## config.mk

```make
export PLATFORM = sky130hd
export DESIGN_NAME = nibble_serial_adder
export DESIGN_NICKNAME = d
export VERILOG_FILES = /design/src/rtl/nibble_serial_adder.sv
export SDC_FILE = /design/constraint.sdc
export NUM_CORES = 1
export LEC_CHECK = 0
export CAP_MARGIN = 20
export CORE_MARGIN = 1
export CORE_UTILIZATION = 56
export CTS_BUF_LIST = sky130_fd_sc_hd__clkbuf_8
export DETAILED_ROUTE_END_ITERATION = 7
export PLACE_DENSITY = 0.86
export RECOVER_POWER = 25
export SYNTH_ARGS = -nofsm -noshare
export SYNTH_HDL_FRONTEND = slang
export SYNTH_SLANG_ARGS = --single-unit
```

## constraint.sdc

```tcl
create_clock -name clk -period 8.55 [get_ports clk]
set_input_delay 1.71 -clock clk [delete_from_list [all_inputs] [get_ports clk]]
set_output_delay 1.71 -clock clk [all_outputs]
set_load 0.1 [all_outputs]
```

## src/rtl/nibble_serial_adder.sv

```systemverilog
// Multi-cycle wide adder: streams WIDTH-bit operands LSB-nibble-first through
// one 4-bit ripple adder, carrying between nibbles in a register.

module addition (
  input  logic [3:0] a,
  input  logic [3:0] b,
  input  logic       carry_in,
  output logic [3:0] sum,
  output logic       carry_out
);
  logic [4:0] c;

  assign c[0] = carry_in;

  genvar gi;
  generate
    for (gi = 0; gi < 4; gi++) begin : g_fa
      assign sum[gi]  = a[gi] ^ b[gi] ^ c[gi];
      assign c[gi+1]  = (a[gi] & b[gi]) | (c[gi] & (a[gi] ^ b[gi]));
    end
  endgenerate

  assign carry_out = c[4];
endmodule

module nibble_serial_adder #(
  parameter int WIDTH = 16
) (
  input  logic             clk,
  input  logic             rst,
  input  logic             start,
  input  logic [WIDTH-1:0] A,
  input  logic [WIDTH-1:0] B,
  input  logic             carry_in,
  output logic             busy,
  output logic             done,
  output logic [WIDTH-1:0] Sum,
  output logic             carry_out,
  output logic             zero,
  output logic             overflow
);
  localparam int NIB   = WIDTH / 4;
  localparam int IDXW  = (NIB > 1) ? $clog2(NIB) : 1;
  localparam int DEPTH = 1 << IDXW;
  localparam int MSB   = WIDTH - 1;

  typedef enum logic [1:0] {
    IDLE = 2'd0,
    RUN  = 2'd1,
    DONE = 2'd2
  } state_t;

  state_t            state;
  logic [IDXW-1:0]   idx;
  logic [WIDTH-1:0]  a_lat;
  logic [WIDTH-1:0]  b_lat;
  logic              carry;

  logic [3:0]        a_nib [DEPTH];
  logic [3:0]        b_nib [DEPTH];
  logic [3:0]        add_sum;
  logic              add_cout;
  logic [WIDTH-1:0]  sum_next;
  logic              last;
  logic              ovf_next;

  // Nibble tables are padded to a power of two so idx never selects past the end.
  genvar gi;
  generate
    for (gi = 0; gi < DEPTH; gi++) begin : g_nib
      if (gi < NIB) begin : g_live
        assign a_nib[gi] = a_lat[gi*4 +: 4];
        assign b_nib[gi] = b_lat[gi*4 +: 4];
      end else begin : g_pad
        assign a_nib[gi] = 4'h0;
        assign b_nib[gi] = 4'h0;
      end
    end
  endgenerate

  addition u_add (
    .a         (a_nib[idx]),
    .b         (b_nib[idx]),
    .carry_in  (carry),
    .sum       (add_sum),
    .carry_out (add_cout)
  );

  // Result with the current nibble merged in, so flags see the final word on the last edge.
  generate
    for (gi = 0; gi < NIB; gi++) begin : g_merge
      assign sum_next[gi*4 +: 4] = (idx == IDXW'(gi)) ? add_sum : Sum[gi*4 +: 4];
    end
  endgenerate

  assign last     = (idx == IDXW'(NIB - 1));
  assign ovf_next = (a_lat[MSB] == b_lat[MSB]) && (sum_next[MSB] != a_lat[MSB]);

  always_ff @(posedge clk or posedge rst) begin
    if (rst) begin
      state     <= IDLE;
      idx       <= '0;
      a_lat     <= '0;
      b_lat     <= '0;
      carry     <= 1'b0;
      Sum       <= '0;
      carry_out <= 1'b0;
      zero      <= 1'b0;
      overflow  <= 1'b0;
      busy      <= 1'b0;
      done      <= 1'b0;
    end else begin
      done <= 1'b0;
      case (state)
        IDLE: begin
          if (start) begin
            a_lat     <= A;
            b_lat     <= B;
            carry     <= carry_in;
            idx       <= '0;
            Sum       <= '0;
            carry_out <= 1'b0;
            busy      <= 1'b1;
            state     <= RUN;
          end
        end
        RUN: begin
          Sum   <= sum_next;
          carry <= add_cout;
          idx   <= idx + IDXW'(1);
          if (last) begin
            carry_out <= add_cout;
            zero      <= ~|sum_next;
            overflow  <= ovf_next;
            busy      <= 1'b0;
            done      <= 1'b1;
            state     <= DONE;
          end
        end
        DONE: begin
          state <= IDLE;
        end
        default: begin
          state <= IDLE;
        end
      endcase
    end
  end
endmodule

```

; After elaboration in Yosys (flattened, before gate mapping)
; Cells that the tools add are included.
[classes]
add_sub_neg = 1
order_cmp = 1
n_eq_ne = 8
n_mux = 27
n_bitwise = 21
n_reduce_logical = 11
[op_table]
columns = operator, n
row1 = $mux 4, 8
row2 = $pmux 16 s2, 1
row3 = $bmux 4 s2, 2
row4 = $mux 16, 1
row5 = $reduce_or 16->1, 1
row6 = $and 1x1->1, 8
row7 = $pmux 2 s2, 2
row8 = $reduce_and 2->1, 4
row9 = $xor 1x1->1, 8
row10 = $mux 1, 7
row11 = $mux 2, 3
row12 = $pmux 1 s2, 3
row13 = $eq 2x1->1 const B, 2
row14 = $eq 2x2->1 const B, 2
row15 = $logic_not 2->1, 2
row16 = $ne 2x2->1 const B, 2
row17 = $or 1x1->1, 4
row18 = $ge 3x3->1 const B, 1
row19 = $not 2->3, 1
row20 = $reduce_and 3->1, 1
row21 = $add 2x1->2 const B, 1
row22 = $reduce_bool 2->1, 1
row23 = $eq 1x1->1, 1
row24 = $logic_and 1x1->1, 1
row25 = other kinds (2), 2
[word_totals]
register_bits = 58
in_bits = 36
output_inout_bits = 21
word_cells = 80

; Longest topological paths before layout
[logic_depth]
word_depth = 15
ltp_mapped = 11
ltp_nobuf = 10

; By module
; Synthesis repeated with hierarchy kept, for this count alone.
[unflattened]
cells_unflattened = 182
hier_area_um2 = 2615.0
[by_module_without_submodules]
columns = module, instances, cells_each, area_per_inst_um2, seq_area_each_um2
row1 = nibble_serial_adder, 1, 168, 2497.4, 1451.4
row2 = addition, 1, 14, 117.6, 0.0

; Worst setup path after synthesis
; No wires, ideal clock.
[synth_timing]
kind = register -> register
startpoint = register idx[0]
endpoint = register zero
setup_ps = 96
t_arrival_ps = 3097
required_time_ps = 8454
path_slack_ps = 5358
stages_incl_launch_ff = 12
n_path_buf = 1
synth_period_minus_slack_ps = 3192
path_cell_list = dfrtp_1 buf_2 mux4_2 inv_1 fa_1 fa_1 fa_1 inv_1 fa_1 and4b_1 o21ai_0 o31ai_1
[synth_via]
elab_chain_cells = 15
word_cells_on_any_way = 35
classes_between = eq/ne: 3 / mux: 10 / bitwise: 18 / reduce/logical: 4
[synth_lines]
columns = item, line
row1 = from (decl), 54  ; logic [IDXW-1:0] idx;
row2 = from (signal assigned), 130  ; idx <= idx + IDXW'(1);
row3 = $not 2->3 (implied by the code), "82, 83"
row4 = "$bmux 4 s2, on equally long branches", "82, 83"
row5 = "$mux 4, on equally long branches (2 in a row)", "82, 83"
row6 = $xor 1x1->1, "18, 19"
row7 = $and 1x1->1, 19  ; assign c[gi+1] = (a[gi] & b[gi]) | (c[gi] & (a[gi] ^ b[gi]));
row8 = $or 1x1->1, 19
row9 = $and 1x1->1, 19
row10 = $or 1x1->1, 19
row11 = $and 1x1->1, 19
row12 = $or 1x1->1, 19
row13 = $xor 1x1->1, 18  ; assign sum[gi] = a[gi] ^ b[gi] ^ c[gi];
row14 = $mux 4, 92  ; assign sum_next[gi*4 +: 4] = (idx == IDXW'(gi)) ? add_sum : Sum[gi*4 +: 4];
row15 = $reduce_or 16->1, 133  ; zero <= ~|sum_next;
row16 = $logic_not 1->1, 133
row17 = to (signal assigned), 133
row18 = to (decl), 39  ; output logic zero,
; Parallel ways exist; a longest one is shown, timed or not. The select of a mux whose other input is x is not followed.
; A chain may end at the register's enable or synchronous reset.

==> PnR_summary.wiki <==
{| class="wikitable"
! Metric !! Value
|-
| Met3 layer wire length in the routed design || 260 um
|-
| Combined area of the multi-input logic cells || 1050 um2
|-
| Routed wire length || 5100 um
|-
| DRT iter0 DRCs || 152
|-
| Average cell area after synthesis || 14.4 um2
|-
| Storage element area || 1450 um2
|-
| Area share of the largest cell type after synthesis || 0.557
|-
| Fill cell total of the finished layout || 280
|-
| CP Launch Type || input port
|-
| Accumulated negative setup slack || 0 ps
|-
| Vias after detailed routing || 1735
|-
| Uppermost signal routing layer after detailed routing || met4
|-
| Vertical die dimension || 70.2 um
|-
| Wire length the detailed router placed on met1 || 2220 um
|-
| Transition time of the tightest slew-check pin || 3010 ps
|-
| Clock transition at the registers of the reported paths || 60 ps
|-
| Mapped Nets || 225
|-
| Count of maximum capacitance violations || 1
|-
| Leading cell types by total area after synthesis || sky130_fd_sc_hd__dfrtp_1, sky130_fd_sc_hd__mux2_2, sky130_fd_sc_hd__mux4_2
|-
| Category of the critical setup timing path || in2async
|-
| Synth Register Bits || 58
|-
| Commonest non-fill, non-tap cell in the layout || sky130_fd_sc_hd__dfrtp_1
|-
| Initial Util || 0.590
|-
| Number of H-tree levels || 3
|-
| First-pass GRT wire length || 8770 um
|-
| Post-CTS setup buffer count || 0
|-
| Maximum number of pins on one net before global-route repair || 59
|-
| Worst path arrival time || 4430 ps
|-
| Endpoints failing setup || 0
|-
| Share of the clock period used by the worst path || 0.545
|-
| Run status || finished, violations left
|-
| Routed wire length on met2 || 2490 um
|-
| Setup slack on the worst flop-to-flop path || 5100 ps
|-
| Gpl congestion || 0.748
|-
| Total of hold buffers inserted after clock tree synthesis || 0
|-
| Crit Path Max Fanout || 58
|-
| Netlist area before placement || 2600 um2
|-
| Sort of element at the end of the critical path || asynchronous set/reset pin
|-
| Post-synthesis cell type count || 35
|-
| Maximum clock rate || 215 MHz
|-
| Share of final-layout standard cells stronger than drive strength 1 || 0.211
|-
| Clock Tree Root || sky130_fd_sc_hd__clkbuf_8
|-
| Required time of the critical path || 8330 ps
|-
| P&R area growth vs syn || 29.3%
|-
| TritonCTS sink count || 58
|-
| Post-DP HPWL || 3580 um
|-
| Count of synthesis-stage warnings from yosys || 0
|-
| Area inside the core boundary || 4410 um2
|-
| WL/cell || 17.1 um
|-
| Number of diodes || 0
|-
| Leading cell types in the layout, fill and taps excluded || sky130_fd_sc_hd__dfrtp_1, sky130_fd_sc_hd__clkdlybuf4s50_1, sky130_fd_sc_hd__mux2_2
|-
| Die boundary width || 70.2 um
|-
| Period minus WS final || 4660 ps
|-
| Pre-antenna DRT Iters || 4
|-
| Inserted Clock Buffers || 9
|-
| Worst-skew pair later-pin latency || 340 ps
|-
| Nets@finish || 286
|-
| Antenna-violating nets left || 0
|-
| Overflow after GRT || 0
|-
| DIE AREA || 4930 um2
|-
| Final hold viol count || 0
|-
| Worst relative slew slack || -1.00
|-
| Unrepaired setup endpoints after global routing || false
|-
| Synthesized instance count || 181
|-
| Num ports || 57
|-
| Via count normalized by instance count || 5.80
|-
| Final Skew || 8.77 ps
|-
| Class of the most critical hold timing path || reg2reg
|-
| Violated checks || capacitance limit, slew limit
|-
| Clock tree from TritonCTS || yes
|-
| Top cell type by total area after synthesis || sky130_fd_sc_hd__dfrtp_1
|-
| Number of global-route vias before repair || 1797
|-
| Post-cts gate resize count || 0
|-
| Final max-slew violation count || 59
|-
| Maximum number of buffers from clock root to sink || 2
|-
| Remaining routing DRC violations || 0
|-
| Antenna violations before repair || 0
|-
| Total of buffers placed on input and output ports || 56
|-
| Sequential cell area fraction in the yosys report || 0.557
|-
| Total GRT Usage || 0.238
|-
| Core Rows || 24
|}
==> per-layer routing <==
layer,track usage,vias to the layer above
li1,-,789
met1,0.326,864
met2,0.355,67
met3,0.0491,15
met4,0.140,0
met5,0,-
==> final cells by class <==
class	count	area share
tap	52	0.0193
timing repair buffer	58	0.170
multi-input combinational	102	0.312
sequential	58	0.431
inverter	13	0.0145
clock inverter	7	0.0164
clock buffer	9	0.0368
==> kinds of logic after synthesis <==
logic type | synth area share
DFF | 0.557
muxes | 0.211
AOI/OAI and AO/OA | 0.0956
buffers and inverters | 0.0418
and+or+nand+nor | 0.0442
adders and majority gates | 0.0500
==> final timing paths <==
kind	startpoint	depth (start not counted)	endpoint
worst max-delay path	rst	3	Sum[10]
worst min-delay path	b_lat[14]	1	b_lat[14]
worst max register to register	idx[0]	10	zero
worst min register to register	b_lat[14]	1	b_lat[14]
max in group clk	Sum[1]	1	Sum[1]
min in group asynchronous	rst	3	done
==> cells in the mapped netlist (all sizes together) <==
| library cell | instances |
|---|---|
| mux2i | 1 |
| a22o | 3 |
| and4b | 1 |
| dfrtp | 58 |
| o21ba | 1 |
| a21oi | 2 |
| nand2 | 9 |
| o22ai | 2 |
| nor2 | 2 |
| mux4 | 8 |
| o31ai | 2 |
| a32o | 3 |
| buf | 8 |
| mux2 | 32 |
| fa | 4 |
| or3 | 1 |
| o2bb2ai | 10 |
| nor4 | 3 |
| and2b | 1 |
| o21ai | 5 |
| a21o | 1 |
| o21bai | 1 |
| nor3b | 1 |
| nand3 | 1 |
| ha | 4 |
| nand3b | 1 |
| inv | 13 |
| a31oi | 1 |
| nand2b | 1 |
| o211ai | 1 |
==> per-stage QoR <==
stage | utilization | cells | setup WS (ps) | hold slack, ps | instance area, um2
4_1_cts | 0.764 | 299 | 4950 | 491 | 3370
3_5_place_dp | 0.723 | 283 | 5120 | 477 | 3190
2_1_floorplan | - | 181 | 5360 | 453 | 2610
3_3_place_gp | 0.723 | 283 | 5200 | 466 | 3190
5_1_grt | 0.763 | 299 | 3240 | 504 | 3370
6_report | 0.763 | 299 | 3890 | 487 | 3370
==> worst max-delay path: stages <==
cell and delay [ps]:
sky130_fd_sc_hd__dlygate4sd3_1 530, sky130_fd_sc_hd__clkinv_1 50, sky130_fd_sc_hd__clkbuf_1 2110
==> registers in the layout (all words and copies together) (netlist names) <==
signal and count:
a_lat 16, Sum 16, done 1, carry_out 1, idx 2, b_lat 16, zero 1, overflow 1
busy 1, state 2, carry 1
Power is not shown: default switching activity piles up to over one toggle a cycle in this logic, so the estimate is an artifact.
